[src/rtl/cplx_alu_pkg.sv]
// cplx_alu_pkg: opcodes, FSM state encoding and instruction field offsets shared by the complex ALU scheduler.
package cplx_alu_pkg;
    localparam logic [1:0] OP_ADD = 2'b00;
    localparam logic [1:0] OP_SUB = 2'b01;
    localparam logic [1:0] OP_MUL = 2'b10;
    localparam logic [1:0] OP_ILL = 2'b11;

    typedef enum logic [2:0] {IDLE, MUL0, MUL1, MUL2, MUL3, ADD_RE, ADD_IM, DONE} state_t;

    function automatic int op_lsb(input int dw);
        return 4 * dw;
    endfunction

    function automatic int a_lsb(input int dw);
        return 3 * dw;
    endfunction

    function automatic int b_lsb(input int dw);
        return 2 * dw;
    endfunction

    function automatic int c_lsb(input int dw);
        return dw;
    endfunction

    function automatic int d_lsb(input int dw);
        return 0 * dw;
    endfunction
endpackage

[src/rtl/cplx_alu_scheduler_rr_arb2.sv]
// rr_arb2: two-way round-robin arbiter; the pointer requester wins ties and the pointer
// moves to the requester that was not granted after every accepted grant.
module rr_arb2 (
    input  logic       clk,
    input  logic       reset,
    input  logic [1:0] req,
    input  logic       advance,
    output logic [1:0] grant
);
    logic ptr;

    assign grant = ptr ? (req[1] ? 2'b10 : req[0] ? 2'b01 : 2'b00)
                       : (req[0] ? 2'b01 : req[1] ? 2'b10 : 2'b00);

    always_ff @(posedge clk or posedge reset) begin
        if (reset) ptr <= 1'b0;
        else if (advance) ptr <= ~grant[1];
    end
endmodule

[src/rtl/cplx_alu_scheduler.sv]
// cplx_alu_scheduler: runs complex add/sub/mul for two requesters by time-multiplexing
// one external multiplier (four products) and one external adder (two sums).
module cplx_alu_scheduler
    import cplx_alu_pkg::*;
#(
    parameter  int DATA_W  = 4,
    localparam int INSTR_W = 2 + 4 * DATA_W
) (
    input  logic               clk,
    input  logic               reset,
    input  logic [1:0]         req_valid,
    input  logic [INSTR_W-1:0] req_instr0,
    input  logic [INSTR_W-1:0] req_instr1,
    output logic [1:0]         req_ready,
    output logic               rsp_valid,
    input  logic               rsp_ready,
    output logic               rsp_id,
    output logic [DATA_W-1:0]  rsp_real,
    output logic [DATA_W-1:0]  rsp_imag,
    output logic               rsp_err,
    output logic [DATA_W-1:0]  mult_a,
    output logic [DATA_W-1:0]  mult_b,
    input  logic [DATA_W-1:0]  mult_p,
    output logic [DATA_W-1:0]  add_a,
    output logic [DATA_W-1:0]  add_b,
    output logic               add_sub,
    input  logic [DATA_W-1:0]  add_y,
    output logic               busy,
    output logic [7:0]         ops_done
);
    state_t             state, state_nx;
    logic [INSTR_W-1:0] instr, sel_instr;
    logic               id;
    logic [DATA_W-1:0]  p [4];
    logic [1:0]         grant, arb_req, op, sel_op;
    logic [DATA_W-1:0]  op_a, op_b, op_c, op_d;
    logic               is_mul;

    assign arb_req   = (state == IDLE) ? req_valid : 2'b00;
    assign req_ready = grant;
    assign sel_instr = grant[1] ? req_instr1 : req_instr0;
    assign sel_op    = sel_instr[op_lsb(DATA_W) +: 2];
    assign op        = instr[op_lsb(DATA_W) +: 2];
    assign op_a      = instr[a_lsb(DATA_W) +: DATA_W];
    assign op_b      = instr[b_lsb(DATA_W) +: DATA_W];
    assign op_c      = instr[c_lsb(DATA_W) +: DATA_W];
    assign op_d      = instr[d_lsb(DATA_W) +: DATA_W];
    assign is_mul    = (op == OP_MUL);
    assign busy      = (state != IDLE);
    assign rsp_valid = (state == DONE);
    assign rsp_id    = id;

    rr_arb2 u_arb (
        .clk     (clk),
        .reset   (reset),
        .req     (arb_req),
        .advance (|grant),
        .grant   (grant)
    );

    always_comb begin
        state_nx = state;
        case (state)
            IDLE:    if (|grant) state_nx = (sel_op == OP_MUL) ? MUL0 : (sel_op == OP_ILL) ? DONE : ADD_RE;
            MUL0:    state_nx = MUL1;
            MUL1:    state_nx = MUL2;
            MUL2:    state_nx = MUL3;
            MUL3:    state_nx = ADD_RE;
            ADD_RE:  state_nx = ADD_IM;
            ADD_IM:  state_nx = DONE;
            DONE:    if (rsp_ready) state_nx = IDLE;
            default: state_nx = IDLE;
        endcase
    end

    // Product order p0..p3 = ac, bd, ad, bc so that re = p0 - p1 and im = p2 + p3.
    always_comb begin
        mult_a  = '0;
        mult_b  = '0;
        add_a   = '0;
        add_b   = '0;
        add_sub = 1'b0;
        case (state)
            MUL0: begin mult_a = op_a; mult_b = op_c; end
            MUL1: begin mult_a = op_b; mult_b = op_d; end
            MUL2: begin mult_a = op_a; mult_b = op_d; end
            MUL3: begin mult_a = op_b; mult_b = op_c; end
            ADD_RE: begin
                add_a   = is_mul ? p[0] : op_a;
                add_b   = is_mul ? p[1] : op_c;
                add_sub = is_mul | op[0];
            end
            ADD_IM: begin
                add_a   = is_mul ? p[2] : op_b;
                add_b   = is_mul ? p[3] : op_d;
                add_sub = ~is_mul & op[0];
            end
            default: ;
        endcase
    end

    always_ff @(posedge clk or posedge reset) begin
        if (reset) begin
            state    <= IDLE;
            instr    <= '0;
            id       <= 1'b0;
            p        <= '{default: '0};
            rsp_real <= '0;
            rsp_imag <= '0;
            rsp_err  <= 1'b0;
            ops_done <= '0;
        end else begin
            state <= state_nx;
            if (state == IDLE && |grant) begin
                instr    <= sel_instr;
                id       <= grant[1];
                rsp_err  <= (sel_op == OP_ILL);
                rsp_real <= '0;
                rsp_imag <= '0;
            end
            if (state inside {MUL0, MUL1, MUL2, MUL3}) p[2'(state - MUL0)] <= mult_p;
            if (state == ADD_RE) rsp_real <= add_y;
            if (state == ADD_IM) rsp_imag <= add_y;
            if (state == DONE && rsp_ready) ops_done <= ops_done + 8'd1;
        end
    end
endmodule
[config.mk]
export PLATFORM = sky130hd
export DESIGN_NAME = cplx_alu_scheduler
export DESIGN_NICKNAME = d
export VERILOG_FILES = /design/src/rtl/cplx_alu_pkg.sv /design/src/rtl/cplx_alu_scheduler_rr_arb2.sv /design/src/rtl/cplx_alu_scheduler.sv
export SDC_FILE = /design/constraint.sdc
export NUM_CORES = 1
export LEC_CHECK = 0
export ABC_CLOCK_PERIOD_IN_PS = 2500
export CAP_MARGIN = 40
export CORE_MARGIN = 4
export CORE_UTILIZATION = 30
export DETAILED_ROUTE_END_ITERATION = 12
export GPL_TIMING_DRIVEN = 1
export PLACE_DENSITY = 0.6
export SETUP_SLACK_MARGIN = 0.15
export SLEW_MARGIN = 20
export SYNTH_ARGS = -nofsm -noshare
export SYNTH_HDL_FRONTEND = slang
export SYNTH_SLANG_ARGS = --single-unit
[constraint.sdc]
create_clock -name clk -period 2.5 [get_ports clk]
set_input_delay 0.625 -clock clk [delete_from_list [all_inputs] [get_ports clk]]
set_output_delay 0.625 -clock clk [all_outputs]
set_load 0.01 [all_outputs]
; ---- Word level (Yosys, flattened, before mapping)
; Cells that the tools add are included.
[op_classes]
add_sub_neg = 2
magnitude_cmp = 2
n_reduce_logical = 14
n_eq_ne = 12
muxes = 27
bitwise = 5
[op_table]
columns = op, n
row1 = 2-to-1 mux 4 bit, 8
row2 = case mux 4 bit (2 select lines), 4
row3 = case mux 3 bit (8 select lines), 1
row4 = 2-to-1 mux 18 bit, 1
row5 = bitwise mux 16 bit, 1
row6 = "== test 3 bit, second input constant", 4
row7 = 2-to-1 mux 2 bit, 6
row8 = OR reduction 2 bit, 5
row9 = 2-to-1 mux 3 bit, 3
row10 = "adder 8 x 1 -> 8 bit, second input constant", 1
row11 = demux 4 bit (select 2 bit), 1
row12 = "== test 2 bit, second input constant", 3
row13 = "== test 3 x 2 -> 1 bit, second input constant", 2
row14 = "!= test 2 x 1 -> 1 bit, second input constant", 2
row15 = nonzero test 2 bit, 2
row16 = nonzero test 4 bit, 1
row17 = "== test 3 x 1 -> 1 bit, second input constant", 1
row18 = "greater-or-equal comparator 3 bit, second input constant", 1
row19 = logical AND 1 bit, 3
row20 = logical NOT 3 bit, 1
row21 = "< comparator 3 x 1 -> 1 bit, second input constant", 1
row22 = NOT 2 -> 3 bit, 1
row23 = nonzero test 3 bit, 1
row24 = NOT 1 bit, 2
row25 = other kinds (6), 6
[word_totals]
in_bits = 49
regBits = 56
output_inout_bits = 39

; ---- Longest topological paths before layout
; Gate-level depths: netlist of run 1.
[logic_depth]
depth_word = 11
mapped_depth = 7
mapped_depth_nobuf = 5

; ---- Hierarchy
; Synthesis of run 1 repeated with hierarchy kept, for this count alone.
[hier_totals]
cells_unflattened = 281
area_unflattened_um2 = 2894.0
[by_module_without_submodules]
columns = mod, cells_per_inst, area_each_um2, n_inst
row1 = cplx_alu_scheduler, 274, 2834.0, 1
row2 = rr_arb2, 7, 60.1, 1

; ---- Worst setup path after synthesis of run 1
; Ideal clock, no wire load.
[synth_path]
kind = register to output
start = register state[0]
end = output port add_sub
path_stages_with_launch = 6
path_buffers = 2
setup_slack_ns = 0.544
arrival_time_ns = 1.331
path_cell_list = dfrtp_1 -> buf_2 -> buf_2 -> nor2b_1 -> o21ai_0 -> a21boi_0
[synth_between]
elab_chain_cells = 2
elab_cells_between_ends = 3
cone_classes = 2 x eq/ne / 1 x mux
[synth_lines]
columns = element, line
row1 = start: declaration, cplx_alu_scheduler.sv:31  ; state_t state, state_nx;
row2 = start signal: assignment, cplx_alu_scheduler.sv:113  ; state <= state_nx;
row3 = == test 3 bit, cplx_alu_scheduler.sv:83  ; case (state)
row4 = case mux 1 bit (2 select lines) *, cplx_alu_scheduler.sv:83
row5 = end: declaration, cplx_alu_scheduler.sv:26  ; output logic add_sub,
; Every way passes the cells marked *; elsewhere a longest branch is shown, timed or not.

; ---- Worst setup path in the final report of run 1
[layout_path]
start = register state[0]
end = output port mult_a[2]
[layout_between]
elab_chain_cells = 3
elab_cells_between_ends = 7
cone_classes = 4 x eq/ne / 1 x mux / 2 x reduce/logical
[layout_lines]
columns = element, line
row1 = "== test 3 x 2 -> 1 bit, or another cell as far along", cplx_alu_scheduler.sv:83
row2 = OR reduction 2 bit (no line), -
row3 = case mux 4 bit (2 select lines) *, cplx_alu_scheduler.sv:83
row4 = end: declaration, cplx_alu_scheduler.sv:21  ; output logic [DATA_W-1:0] mult_a,
; Marks and branches as above.

==> run_results.csv, run 1 <==
group,metric,value,unit
clock_tree,cts_made_buffers,5,
synth,ys_seq_elements,56,
clock_tree,clockBufferDepth,2,
job,timing.max_cap.violations,0,
timing,fin_ws,0.221,ns
timing,max_freq,439,MHz
timing,layout_min_cycle_time,2.28,ns
clock_tree,clk_pin_slew,0.11,ns
worst_hold_path,hold_start,"ops_done[7]",
setup_path,cp-start-kind,"flop",
global_route,grt_antenna_before_repair,0,
synth,yosysMostFrequentCell,"dfrtp_1",
routing,vias_per_cell,4.76,
synth,syn_area,2870,um2
timing,slew_headroom,55.1,%
die,rows,35,
timing,period_share,91.1,%
routing,routedWlPerCell,14.7,um
global_route,gr-total-overflow,0,
global_route,grt_max_degree,57,
die,die_area,11200,um2
setup_path,reg2reg_slack,0.67,ns
global_route,top_usage_layer,"met2",
routing,drtIter0Drc,83,
synth,synth-async-reset-ratio,100,%
pwr,leakage,1.82,nW
die,die_h,106,um
placed_design,gp_congestion,0.802,
clock_tree,cts-root-buf,"clkbuf_8",
synth,synth_cells,284,
synth,synth_cell_types,39,
synth,synth_common_cells,"dfrtp_1 (56), nand2_1 (27), a22oi_1 (26)",
global_route,met1_usage,19.0,%
pwr,total_power,4.57,mW
die,die_x,106,um
timing,fin_worst_skew,0.00463,ns
synth,post-synth-top-area-cell,"dfrtp_1",
die,core,9280,um2
worst_hold_path,min_path_type,"reg -> reg",
pwr,ir_drop,0.389,mV
worst_hold_path,hold_end,"ops_done[7]",
cells_and_area,nFillCells,972,
global_route,use_met2,20.8,%
placed_design,dp.final_hpwl,5700,um
setup_path,reg2regPathDepth,7,
die,io_pins,88,
global_route,met3_usage,2.82,%
setup_path,arrival,1.65,ns
pwr,p_per_area,1120,nW/um2
worst_hold_path,hold_path_depth,1,
timing,rsz0062_at_grt,"true",
synth,synth_edf_count,0,
setup_path,crit_required,1.88,ns
timing,setup_violations,0,
synth,synth_fp_nets,334,
routing,totalWireLength,7530,um
clock_tree,cts_tree,"yes",
cells_and_area,nNetsFinal,432,
clock_tree,cts_sinks,56,
global_route,grt_pass1_vias,2353,
run_status,status,"finished clean",
global_route,grt_first_pass_wirelength,12000,um
synth,ys.flop_type,"dfrtp_1",
placed_design,io_buffers,87,
die,initial_core_util,30.9,%
cells_and_area,drive_gt1_share,21.9,%
routing,ant_nets,0,
synth,netlist_top_cells_area,"dfrtp_1 (49%), a22oi_1 (6.8%), mux2_2 (6.7%), mux2i_1 (5.6%), a21oi_1 (4.0%)",
cells_and_area,final_core_util,43.9,%
routing,via_count,2436,
synth,syn_area_per_cell,10.1,um2
placed_design,pre_cts_ws,-0.00814,ns
clock_tree,clk_latency,0.31,ns
global_route,grtUsageTotal,13.3,%
setup_path,timing.rr.end,"instr[2]",
routing,drtPass1Iterations,5,
cells_and_area,antenna_cells,0,
synth,ys_warn_count,0,
timing,tightest_slew,0.674,ns
setup_path,endpoint_kind,"output port",
setup_path,crit_fanout,6,
setup_path,r2r_start,"state[1]",
synth,seq_area_frac_synth,48.8,%
setup_path,crit_type,"reg -> out",
timing,finalHoldViolCount,0,
routing,drc_errors,0,
clock_tree,cts_max_level,2,
synth,synth_top_area_share,48.8,%
timing,slew_viol_final,0,
cells_and_area,area_growth,41.9,%
-- cell usage in the layout (no fill, tap or decap), types with 2 or more instances in the layout --
| cell type | instances |
|---|---|
| buf_12 | 2 |
| xor2_1 | 4 |
| mux2_2 | 17 |
| xnor2_1 | 3 |
| dfrtp_1 | 53 |
| o21ai_0 | 6 |
| a22oi_2 | 3 |
| buf_2 | 3 |
| o21ai_1 | 6 |
| clkbuf_2 | 10 |
| mux2i_1 | 16 |
| buf_4 | 21 |
| dlygate4sd2_1 | 5 |
| clkinvlp_4 | 2 |
| nand2_1 | 27 |
| clkdlybuf4s50_1 | 67 |
| a31oi_1 | 3 |
| nand4_1 | 2 |
| clkbuf_8 | 5 |
| a21oi_1 | 23 |
| inv_1 | 6 |
| nand2b_1 | 2 |
| o32ai_1 | 2 |
| dfrtp_2 | 3 |
| inv_2 | 3 |
| o22ai_1 | 16 |
| nor2_1 | 22 |
| nand3_1 | 2 |
| a22oi_1 | 23 |
| nor3_2 | 2 |
| clkdlybuf4s15_1 | 2 |
-- layout make-up --
class | count | area, um2 | area share (%)
repair buffers | 111 | 1010 | 24.7
flip-flops and latches | 56 | 1410 | 34.5
inverters | 9 | 33.8 | 0.829
multi-input cells | 199 | 1370 | 33.7
well taps | 129 | 161 | 3.96
clock buffers | 5 | 68.8 | 1.69
clock inverters | 3 | 23.8 | 0.583
-- critical path, cell delays in order, from the launching register on --
cell	delay (ns)
dfrtp_2	0.46
buf_4	0.17
buf_4	0.15
a22oi_2	0.18
o21ai_1	0.10
dlygate4sd2_1	0.29
-- metrics by stage --
stage                     hold slack (ns)  area [um2]  std cells   TNS, ns
after floorplan                     0.464        2870        284         0
after global placement              0.462        3970        500  -0.00825
after detailed placement            0.480        3970        500  -0.00959
after CTS                           0.502        4090        511         0
after global routing                0.502        4080        512         0
final                               0.486        4080        512         0
-- where the power goes --
group,internal (mW),switching [mW],total (mW)
Sequential,1.33,0.389,1.72
Combinational,1.23,1.09,2.33
Clock,0.200,0.317,0.516
Total,2.77,1.80,4.57
-- sequential cells by signal (all words and copies together) (netlist names) --
signal,flops
rsp_imag,4
rsp_id,1
rsp_real,4
ops_done,8
u_arb.ptr,1
rsp_err,1
p,16
state,3
instr,18
-- worst max path at each step --
| stage | cells past startpoint | slack, ns | to | start |
|---|---|---|---|---|
| floorplan | 1 | 0.50 | instr[0] | reset |
| global placement | 5 | -0.008 | req_ready[1] | req_valid[0] |
| detailed placement | 4 | -0.008 | req_ready[0] | req_valid[0] |
| CTS | 4 | 0.15 | add_b[1] | state[1] |
| global route | 5 | 0.13 | mult_a[1] | state[0] |
| finish | 5 | 0.22 | mult_a[2] | state[0] |
-- repair_timing --
| item | in CTS | in global routing |
|---|---|---|
| hold endpoints to repair | 0 | 0 |
| setup buffers | 3 | 1 |
| pin swaps | 1 | 4 |
| hold buffers | 0 | 0 |
| endpoints found under the setup margin | 21 | 19 |
| resized for setup | 40 | 35 |
-- layer usage --
layer / wire length, um / vias to the layer above
met4: 49 / 0
met2: 3440 / 76
met1: 3600 / 1137
met3: 437 / 5
met5: 0 / -
li1: - / 1218
-- cells by family (layout without fill, tap and decap cells) --
family          count (synthesis)  in the layout  synth area share [%]
fa+ha+maj                       1              1                 0.436
flops                          56             56                  48.8
compound gates                 83             83                  17.9
simple gates                   75             75                  13.6
xor+xnor                        7              7                  2.14
buf+inv                        29            128                  4.84
mux                            33             33                  12.2
Power figures use the tool's default switching activity.
==> run 2: changes to the inputs <==
--- a/config.mk
+++ b/config.mk
@@ -11,6 +11,7 @@
 export CORE_UTILIZATION = 30
 export DETAILED_ROUTE_END_ITERATION = 12
 export GPL_TIMING_DRIVEN = 1
+export HOLD_SLACK_MARGIN = 0.12
 export PLACE_DENSITY = 0.6
 export SETUP_SLACK_MARGIN = 0.15
 export SLEW_MARGIN = 20
==> results of run 2 <==
Same layout as run 1: the final DEF is identical, and so are final timing and power.
==> run 3: changes to the inputs <==
--- a/config.mk
+++ b/config.mk
@@ -6,9 +6,10 @@
 export NUM_CORES = 1
 export LEC_CHECK = 0
 export ABC_CLOCK_PERIOD_IN_PS = 2500
-export CAP_MARGIN = 40
+export CAP_MARGIN = 20
 export CORE_MARGIN = 4
 export CORE_UTILIZATION = 30
+export CTS_BUF_LIST = sky130_fd_sc_hd__clkbuf_16
 export DETAILED_ROUTE_END_ITERATION = 12
 export GPL_TIMING_DRIVEN = 1
 export HOLD_SLACK_MARGIN = 0.12
==> run_results.csv, run 3 (synthesized netlist as in run 1, its figures left out) <==
group,metric,value,unit
clock_tree,cts-root-buf,"clkbuf_16",
global_route,grt_pass1_vias,2352,
cells_and_area,seq_area,1400,um2
pwr,p_int,2.95,mW
cells_and_area,final_common_cell,"clkdlybuf4s50_1",
routing,drc_errors,0,
cells_and_area,final_core_util,44.6,%
pwr,leakage,1.85,nW
job,timing.max_cap.violations,0,
setup_path,crit_type,"reg -> out",
setup_path,cp-start-kind,"flop",
pwr,pwr-share-seq,36.1,%
die,rows,35,
setup_path,timing.rr.end,"instr[2]",
placed_design,gp_congestion,0.802,
die,io_pins,88,
timing,fin_ws,0.202,ns
timing,period_share,91.9,%
cells_and_area,nFillCells,955,
timing,finalHoldViolCount,0,
cells_and_area,multi_input_area,1370,um2
setup_path,worst-path-buf-inv,3,
die,die_area,11200,um2
global_route,gr-total-overflow,0,
timing,whs,0.482,ns
cells_and_area,antenna_cells,0,
pwr,switching_share,38.2,%
cells_and_area,nNetsFinal,432,
worst_hold_path,min_path_type,"reg -> reg",
clock_tree,clk_latency,0.29,ns
cells_and_area,area_growth,44.1,%
die,die_x,106,um
timing,rsz0062_at_grt,"true",
timing,tns,0,ns
routing,ant_nets,0,
cells_and_area,largest_reg_flops,18,
setup_path,r2r_start,"state[0]",
die,die_h,106,um
cells_and_area,top_regs,"instr (18), p (16), ops_done (8)",
placed_design,dp.final_hpwl,5700,um
setup_path,cpMaxStageDelayCell,"dfrtp_2",
routing,routedWlPerCell,14.8,um
setup_path,reg2regPathDepth,7,
clock_tree,clk_pin_slew,0.07,ns
setup_path,crit_top_cell,"buf_4",
setup_path,crit_required,1.88,ns
pwr,p_per_area,1150,nW/um2
worst_hold_path,hold_start,"ops_done[7]",
worst_hold_path,hold_end,"ops_done[7]",
clock_tree,cts_max_level,2,
placed_design,pre_cts_ws,-0.00814,ns
cells_and_area,final_cell_mix,"clkdlybuf4s50_1 (67), dfrtp_1 (55), nand2_1 (27)",
run_status,status,"finished clean",
pwr,ir_drop,0.401,mV
setup_path,arrival,1.67,ns
global_route,grt_first_pass_wirelength,12000,um
routing,drtPass1Iterations,7,
global_route,grt_max_degree,57,
worst_hold_path,hold_path_depth,1,
pwr,power.switching,1.82,mW
setup_path,crit_fanout,6,
placed_design,io_buffers,87,
clock_tree,cts_sinks,56,
setup_path,path_delay_family,"buffers and inverters",
global_route,grt_antenna_before_repair,0,
setup_path,slowest_delay,0.44,ns
setup_path,endpoint_kind,"output port",
timing,slew_headroom,55.9,%
cells_and_area,top_register,"instr",
cells_and_area,drive_gt1_share,19.6,%
timing,slew_viol_final,0,
routing,totalWireLength,7570,um
setup_path,reg2reg_slack,0.68,ns
timing,max_freq,435,MHz
timing,fin_worst_skew,0.00420,ns
setup_path,path_cells,"buf_4 -> nor2b_2 -> buf_4 -> a22oi_1 -> o21ai_1 -> clkdlybuf4s15_1",
placed_design,dp.cells,500,
die,core,9280,um2
cells_and_area,finalNonFillerCells,512,
pwr,p_comb_share,49.0,%
global_route,grtUsageTotal,13.3,%
clock_tree,cts_tree,"yes",
routing,vias_per_cell,4.81,
die,initial_core_util,30.9,%
routing,drtIter0Drc,100,
timing,tightest_slew,0.662,ns
timing,layout_min_cycle_time,2.30,ns
clock_tree,cts_made_buffers,5,
pwr,clkPwrFrac,14.9,%
routing,via_count,2463,
timing,setup_violations,0,
clock_tree,clockBufferDepth,2,
==> run 3: changes by cell type in the layout (fill, tap and decap cells not counted), moves of 3 or more <==
cell | before | now
dlygate4sd2_1 | 5 | 8
clkbuf_16 | 0 | 5
buf_2 | 3 | 0
clkbuf_8 | 5 | 0
==> run 3: routing by layer <==
metal	wire length (um)	track usage, %	share of wire, %	vias to the layer above
met3	453	3.00	6.0	2
met2	3450	20.7	46	85
met5	0	0	0	-
met4	26	2.50	0.34	0
met1	3640	19.1	48	1155
li1	-	-	-	1221
==> run 3: repair_timing <==
item | in CTS | in global routing
hold buffers | 0 | 0
setup buffers | 3 | 1
resized for setup | 34 | 26
hold endpoints to repair | 0 | 0
pin swaps | 1 | 0
endpoints found under the setup margin | 20 | 15
==> run 3: power by group through the flow <==
stage | clock (mW) | combinational (mW) | sequential [mW]
after global routing | 0.768 | 2.57 | 1.78
after global placement | 0 | 2.34 | 1.70
after detailed placement | 0 | 2.38 | 1.73
final | 0.712 | 2.34 | 1.72
after floorplan | 0 | 1.34 | 1.65
after CTS | 0.732 | 2.33 | 1.71
==> run 3: worst max-delay path by stage <==
stage / start / end / slack, ns / depth (start not counted)
finish: state[0] / mult_b[3] / 0.20 / 6
global route: state[0] / mult_b[3] / 0.11 / 6
CTS: state[1] / mult_b[0] / 0.15 / 6
detailed placement: req_valid[0] / req_ready[0] / -0.008 / 4
global placement: req_valid[0] / req_ready[1] / -0.008 / 5
floorplan: reset / instr[0] / 0.50 / 1
==> run 3: through the flow <==
| step | instance area, um2 | power [mW] |
|---|---|---|
| 2_1_floorplan | 2870 | 2.98 |
| 3_3_place_gp | 3970 | 4.04 |
| 3_5_place_dp | 3970 | 4.11 |
| 4_1_cts | 4140 | 4.77 |
| 5_1_grt | 4140 | 5.12 |
| 6_report | 4140 | 4.77 |
==> run 3: area by class of cell <==
| class | instances | area share (%) |
|---|---|---|
| clock buffer | 5 | 3.02 |
| clock inverter | 3 | 0.574 |
| inverter | 9 | 0.816 |
| multi-input combinational | 199 | 33.0 |
| sequential | 56 | 33.9 |
| tap | 129 | 3.90 |
| timing repair buffer | 111 | 24.8 |
